File: config.mk
export PLATFORM = sky130hd
export DESIGN_NAME = uart_rx_fifo
export DESIGN_NICKNAME = d
export VERILOG_FILES = /design/src/rtl/uart_rx_fifo_pkg.sv /design/src/rtl/uart_fifo.sv /design/src/rtl/uart_rx_fifo.sv
export SDC_FILE = /design/constraint.sdc
export NUM_CORES = 1
export LEC_CHECK = 0
export CAP_MARGIN = 20
export CORE_MARGIN = 2
export CORE_UTILIZATION = 61
export CTS_CLUSTER_DIAMETER = 200
export DETAILED_ROUTE_END_ITERATION = 8
export HOLD_SLACK_MARGIN = 0.1
export PLACE_DENSITY = 0.83
export SYNTH_ARGS = -nofsm -noshare
export SYNTH_HDL_FRONTEND = slang
export SYNTH_SLANG_ARGS = --single-unit
File: constraint.sdc
create_clock -name clk -period 2.9 [get_ports clk]
set_input_delay 0.435 -clock clk [delete_from_list [all_inputs] [get_ports clk]]
set_output_delay 0.435 -clock clk [all_outputs]
set_load 0.01 [all_outputs]
File: src/rtl/uart_rx_fifo_pkg.sv
// Shared definitions for the UART receiver: FSM state encoding and peripheral constants.
// Build option: UART_RX_PARITY_EN adds the even-parity state (8E1 frames instead of 8N1).
package uart_rx_fifo_pkg;

  localparam int unsigned UART_CLK_FREQ   = 50_000_000;
  localparam int unsigned UART_BAUD       = 115_200;
  localparam int unsigned UART_FIFO_DEPTH = 16;
  localparam logic [31:0] UART_BASE       = 32'h1000_0000;
  localparam logic [31:0] UART_DATA_OFF   = 32'h0000_0000;

  typedef enum logic [2:0] {
    StIdle,
    StStart,
    StData,
`ifdef UART_RX_PARITY_EN
    StParity,
`endif
    StStop
  } uart_rx_state_t;

endpackage

File: src/rtl/uart_fifo.sv
// Synchronous first-word-fall-through FIFO; head reads as zero while empty.
// Pointers carry one extra MSB so full and empty are distinguishable.
module uart_fifo #(
  parameter int unsigned WIDTH = 8,
  parameter int unsigned DEPTH = 16
) (
  input  logic                     i_clk,
  input  logic                     i_rst,
  input  logic                     i_push,
  input  logic [WIDTH-1:0]         i_data,
  input  logic                     i_pop,
  output logic [WIDTH-1:0]         o_data,
  output logic                     o_empty,
  output logic                     o_full,
  output logic [$clog2(DEPTH):0]   o_count
);

  localparam int unsigned AW = $clog2(DEPTH);

  logic [WIDTH-1:0] r_mem [DEPTH];
  logic [AW:0]      r_wr_ptr;
  logic [AW:0]      r_rd_ptr;
  logic             w_empty;
  logic             w_full;
  logic             w_push;
  logic             w_pop;

  assign w_empty = (r_wr_ptr == r_rd_ptr);
  assign w_full  = (r_wr_ptr[AW] != r_rd_ptr[AW]) &&
                   (r_wr_ptr[AW-1:0] == r_rd_ptr[AW-1:0]);
  assign w_pop   = i_pop && !w_empty;
  // A pop frees the head slot this cycle, so a push into a full FIFO is still accepted.
  assign w_push  = i_push && (!w_full || w_pop);

  always_ff @(posedge i_clk) begin
    if (i_rst) begin
      r_wr_ptr <= '0;
      r_rd_ptr <= '0;
    end else begin
      if (w_push) r_wr_ptr <= r_wr_ptr + 1'b1;
      if (w_pop)  r_rd_ptr <= r_rd_ptr + 1'b1;
    end
  end

  always_ff @(posedge i_clk) begin
    if (w_push) r_mem[r_wr_ptr[AW-1:0]] <= i_data;
  end

  assign o_data  = w_empty ? '0 : r_mem[r_rd_ptr[AW-1:0]];
  assign o_empty = w_empty;
  assign o_full  = w_full;
  assign o_count = r_wr_ptr - r_rd_ptr;

endmodule

File: src/rtl/uart_rx_fifo.sv
// UART receiver (8N1, or 8E1 with UART_RX_PARITY_EN) feeding an MMIO-readable FWFT FIFO.
// Sticky frame_err/overrun flags clear on clr_err, with a coincident set taking priority.
module uart_rx_fifo
  import uart_rx_fifo_pkg::*;
#(
  parameter int unsigned CLK_FREQ   = UART_CLK_FREQ,
  parameter int unsigned BAUD       = UART_BAUD,
  parameter int unsigned FIFO_DEPTH = UART_FIFO_DEPTH
) (
  input  logic                          clk,
  input  logic                          rst,
  input  logic                          rx,
  input  logic                          rd_en,
  output logic [7:0]                    rd_data,
  output logic                          rx_valid,
  output logic [$clog2(FIFO_DEPTH):0]   rx_count,
  input  logic                          clr_err,
  output logic                          frame_err,
  output logic                          overrun
);

  localparam int unsigned CLKS_PER_BIT = CLK_FREQ / BAUD;
  localparam int unsigned HALF_BIT     = CLKS_PER_BIT / 2;
  localparam int unsigned CNT_W        = $clog2(CLKS_PER_BIT);
  localparam logic [CNT_W-1:0] BIT_LAST  = CNT_W'(CLKS_PER_BIT - 1);
  localparam logic [CNT_W-1:0] HALF_LAST = CNT_W'(HALF_BIT - 1);

  uart_rx_state_t   r_state, w_state_d;
  logic [CNT_W-1:0] r_clk_cnt, w_clk_cnt_d;
  logic [2:0]       r_bit_cnt, w_bit_cnt_d;
  logic [7:0]       r_shift, w_shift_d;
  logic             r_push, w_push_d;
  logic             w_frame_set;
  logic             r_rx_meta, r_rx_sync, r_rx_prev;
  logic             r_frame_err, r_overrun;
  logic             w_fifo_empty, w_fifo_full, w_drop;
  logic             w_stop_ok;
`ifdef UART_RX_PARITY_EN
  logic             r_par_ok, w_par_ok_d;
  assign w_stop_ok = r_rx_sync && r_par_ok;
`else
  assign w_stop_ok = r_rx_sync;
`endif

  always_comb begin
    w_state_d   = r_state;
    w_clk_cnt_d = r_clk_cnt + 1'b1;
    w_bit_cnt_d = r_bit_cnt;
    w_shift_d   = r_shift;
    w_push_d    = 1'b0;
    w_frame_set = 1'b0;
`ifdef UART_RX_PARITY_EN
    w_par_ok_d  = r_par_ok;
`endif
    unique case (r_state)
      StIdle: begin
        w_clk_cnt_d = '0;
        if (r_rx_prev && !r_rx_sync) begin
          w_state_d   = StStart;
          w_bit_cnt_d = '0;
        end
      end
      StStart: begin
        if (r_clk_cnt == HALF_LAST) begin
          w_clk_cnt_d = '0;
          w_state_d   = r_rx_sync ? StIdle : StData;
        end
      end
      StData: begin
        if (r_clk_cnt == BIT_LAST) begin
          w_clk_cnt_d = '0;
          w_shift_d   = {r_rx_sync, r_shift[7:1]};
          w_bit_cnt_d = r_bit_cnt + 1'b1;
          if (r_bit_cnt == 3'd7) begin
`ifdef UART_RX_PARITY_EN
            w_state_d = StParity;
`else
            w_state_d = StStop;
`endif
          end
        end
      end
`ifdef UART_RX_PARITY_EN
      StParity: begin
        if (r_clk_cnt == BIT_LAST) begin
          w_clk_cnt_d = '0;
          w_par_ok_d  = ~(^{r_shift, r_rx_sync});
          w_state_d   = StStop;
        end
      end
`endif
      StStop: begin
        if (r_clk_cnt == BIT_LAST) begin
          w_clk_cnt_d = '0;
          w_state_d   = StIdle;
          w_push_d    = w_stop_ok;
          w_frame_set = !w_stop_ok;
        end
      end
      default: w_state_d = StIdle;
    endcase
  end

  // Byte is lost only when full and no read frees a slot in the same cycle.
  assign w_drop = r_push && w_fifo_full && !rd_en;

  always_ff @(posedge clk) begin
    if (rst) begin
      r_rx_meta   <= 1'b1;
      r_rx_sync   <= 1'b1;
      r_rx_prev   <= 1'b1;
      r_state     <= StIdle;
      r_clk_cnt   <= '0;
      r_bit_cnt   <= '0;
      r_shift     <= '0;
      r_push      <= 1'b0;
      r_frame_err <= 1'b0;
      r_overrun   <= 1'b0;
`ifdef UART_RX_PARITY_EN
      r_par_ok    <= 1'b0;
`endif
    end else begin
      r_rx_meta <= rx;
      r_rx_sync <= r_rx_meta;
      r_rx_prev <= r_rx_sync;
      r_state   <= w_state_d;
      r_clk_cnt <= w_clk_cnt_d;
      r_bit_cnt <= w_bit_cnt_d;
      r_shift   <= w_shift_d;
      r_push    <= w_push_d;
`ifdef UART_RX_PARITY_EN
      r_par_ok  <= w_par_ok_d;
`endif
      if (w_frame_set)  r_frame_err <= 1'b1;
      else if (clr_err) r_frame_err <= 1'b0;
      if (w_drop)       r_overrun   <= 1'b1;
      else if (clr_err) r_overrun   <= 1'b0;
    end
  end

  uart_fifo #(
    .WIDTH (8),
    .DEPTH (FIFO_DEPTH)
  ) u_fifo (
    .i_clk   (clk),
    .i_rst   (rst),
    .i_push  (r_push),
    .i_data  (r_shift),
    .i_pop   (rd_en),
    .o_data  (rd_data),
    .o_empty (w_fifo_empty),
    .o_full  (w_fifo_full),
    .o_count (rx_count)
  );

  assign rx_valid  = !w_fifo_empty;
  assign frame_err = r_frame_err;
  assign overrun   = r_overrun;

endmodule

==> results.py <==
metrics = {
    "place": {
        "port_buffers": 20,
        "placed_area_um2": 7420,
        "place.gp.congestion": 0.841,
        "pre_cts_ws_ns": 0.140,
        "hpwl_mm": 7.95,
        "dp_cells": 598,
    },
    "global_routing": {
        "overflow": 0,
        "grt_pass1_vias": 3944,
        "grt.total_usage": 0.216,
        "antenna_found_initial": 0,
        "grt_pass1_wl_mm": 20.2,
        "grt_max_degree": 25,
    },
    "yosys": {
        "ys.flop_type": "edfxtp_1",
        "synth_area_leaders": "edfxtp_1 55%, dfxtp_1 12%, mux4_2 7.8%, mux4_1 3.0%, ha_1 2.5%",
        "syn_nets": 452,
        "synth-async-reset-ratio": 0,
        "ys_ff_latch": 170,
        "syn_area_per_cell_um2": 16.1,
        "synth.cell_area_um2": 6970,
        "synth_common_cells": "128 x edfxtp_1, 46 x nor2_1, 42 x dfxtp_1, 24 x mux4_2",
        "synth_top_area_frac": 0.551,
        "yosys.area.top_type": "edfxtp_1",
        "ys_types": 50,
        "yosys_warnings": 0,
        "synth-seq-area-share": 0.672,
        "syn_inst": 432,
        "synth_edf_count": 128,
        "synthMostInstantiatedCell": "edfxtp_1",
    },
    "sta": {
        "max_slew.worst_pin.slew_ns": 0.934,
        "final.setup_skew_ns": 0.00714,
        "rsz0062_at_grt": "false",
        "worst_slack_ns": 0.117,
        "fin_setup_tns_ns": 0,
        "finalHoldViolCount": 0,
        "max_freq_mhz": 359,
        "setup_viol": 0,
        "timing.final.crit_share": 0.960,
        "slew_headroom": 0.372,
        "whs_ns": 0.408,
        "final_max_slew_viol_count": 0,
        "finalCriticalPeriod_ns": 2.78,
    },
    "die": {
        "die_w_um": 111,
        "die_area_um2": 12300,
        "fp.dieH_um": 111,
        "io_pins": 21,
        "rows": 39,
        "core_um2": 11300,
        "start_util": 0.618,
    },
    "routing": {
        "detail_route.vias_per_cell": 5.90,
        "dr.pass1.iters": 5,
        "drc": 0,
        "first_iter_violations": 296,
        "wl_per_cell_um": 19.8,
        "vias": 3742,
        "ant_nets": 0,
        "wl_mm": 12.5,
    },
    "min_path": {
        "hold_path.startpoint": "r_rx_meta$_SDFF_PP1_",
        "hold_path_class": "flip-flop to flip-flop",
        "hold_depth": 1,
        "min_to": "r_rx_sync$_SDFF_PP1_",
    },
    "cts": {
        "htreeDepth": 4,
        "cts_tree": "built",
        "clock_sinks": 170,
        "clkLatencyLatePin_ns": 0.42,
        "cts_hold_buf": 0,
        "clockBufferDepth": 2,
        "root_buffer": "clkbuf_16",
        "numCtsBuffers": 17,
        "clk_pin_slew_ns": 0.06,
    },
    "finish": {
        "drive_gt1_frac": 0.191,
        "antenna_cells": 0,
        "nFillCells": 679,
        "layout.nets": 498,
        "post-route-util": 0.714,
        "area_growth_pct": 15.5,
        "final_cells": 634,
        "fin_area_um2": 8050,
    },
    "pwr": {
        "leakagePower_nw": 2.68,
        "cellPowerDensity_nw_per_um2": 590,
        "ir_drop_v": 0.000406,
        "p_total_mw": 4.75,
    },
    "outcome": {
        "status": "finished clean",
    },
    "critical_path": {
        "cp.arrival_ns": 2.35,
        "start_kind": "flip-flop",
        "endpoint_kind": "primary output",
        "ff2ff_setup_slack_ns": 0.45,
        "worstPathMaxFanout": 8,
        "crit_type": "flip-flop to primary output",
        "worst_r2r_path_depth": 6,
        "required_ns": 2.47,
        "r2r-end": "u_fifo.r_wr_ptr[4]$_SDFFE_PP0P_",
        "timing.rr.start": "u_fifo.r_rd_ptr[1]$_SDFFE_PP0N_",
    },
    "flow_run": {
        "cap_violations": 0,
    },
}
==> routing by layer <==
metal  track usage  up-vias  wire, um
li1              -     1739         -
met1         0.284     1878      5310
met2         0.362      107      6320
met3        0.0547       18       728
met4        0.0650        0       182
met5             0        -         0
==> placed cells by master, fill, tap and decap left out, drive strengths merged, types with 4 or more instances in the layout <==
cell type	netlist	routed
o21ai	14	14
nand3	4	4
mux4	32	32
a21oi	14	14
mux2	8	8
nor2	46	46
ha	14	14
edfxtp	128	128
nand2	13	13
dfxtp	42	42
nor3	7	7
nand4	4	4
clkinv	0	4
clkbuf	5	24
dlygate4sd2	0	8
mux2i	17	17
buf	15	25
xnor2	14	14
clkdlybuf4s50	0	11
inv	17	17
xor2	5	5
==> repair_timing <==
action                     4_1_cts  5_1_grt
cloned                           1        1
setup endpoints to repair        9        5
gates resized for setup         12        2
setup buffers                    0        2
pin swaps                        0        0
==> state kept, by name, summed over array words and instances, names as in the netlist, named ones only <==
name             cells
r_push               1
r_state              2
overrun              1
r_rx_meta            1
u_fifo.r_mem       128
r_shift              8
r_rx_prev            1
u_fifo.r_wr_ptr      5
r_clk_cnt            9
r_rx_sync            1
frame_err            1
r_bit_cnt            3
u_fifo.r_rd_ptr      5
==> cell type report <==
class,instances,area [um^2],area share
flip-flops and latches,170,4690,0.582
multi-input cells,225,2100,0.261
repair buffers,47,463,0.0575
clock buffers,23,458,0.0569
well taps,143,179,0.0222
clock inverters,9,100,0.0124
inverters,17,63.8,0.00792
==> worst max-delay path by stage <==
stage                                         to  cells past startpoint  slack [ns]
floorplan           u_fifo.r_mem[0][0]$_DFFE_PP_                      6        0.59
global placement                      rd_data[2]                      7        0.28
detailed placement                    rd_data[2]                      7        0.14
CTS                                  rx_count[4]                      8       0.008
global route                          rd_data[4]                      7        0.02
finish                                rd_data[3]                      6        0.12
==> critical path, cell delays in order (launching register included) <==
cell and delay [ns]:
dfxtp_4 0.39, buf_12 0.14, mux4_1 0.58, mux2_2 0.30, o21ai_1 0.12, a21oi_1 0.08, dlygate4sd2_1 0.33
==> report_power, final <==
| part | switching, mW | total, mW | internal, mW |
|---|---|---|---|
| sequential | 0.00335 | 2.59 | 2.58 |
| combinational | 0.0144 | 0.0250 | 0.0107 |
| clock | 0.857 | 2.14 | 1.28 |
| total | 0.875 | 4.75 | 3.87 |
==> kinds of logic (layout without fill, tap and decap cells) <==
| logic type | count (synthesis) | in the layout | share of synthesized area |
|---|---|---|---|
| multiplexers | 57 | 57 | 0.145 |
| AND/OR/NAND/NOR | 92 | 92 | 0.0643 |
| adder cells (fa/ha/maj) | 15 | 15 | 0.0280 |
| flip-flops | 170 | 170 | 0.672 |
| buffers and inverters | 37 | 96 | 0.0276 |
| XOR/XNOR | 19 | 19 | 0.0250 |
| AO/OA/AOI/OAI | 42 | 42 | 0.0381 |
(Power assumes the default switching activity.)
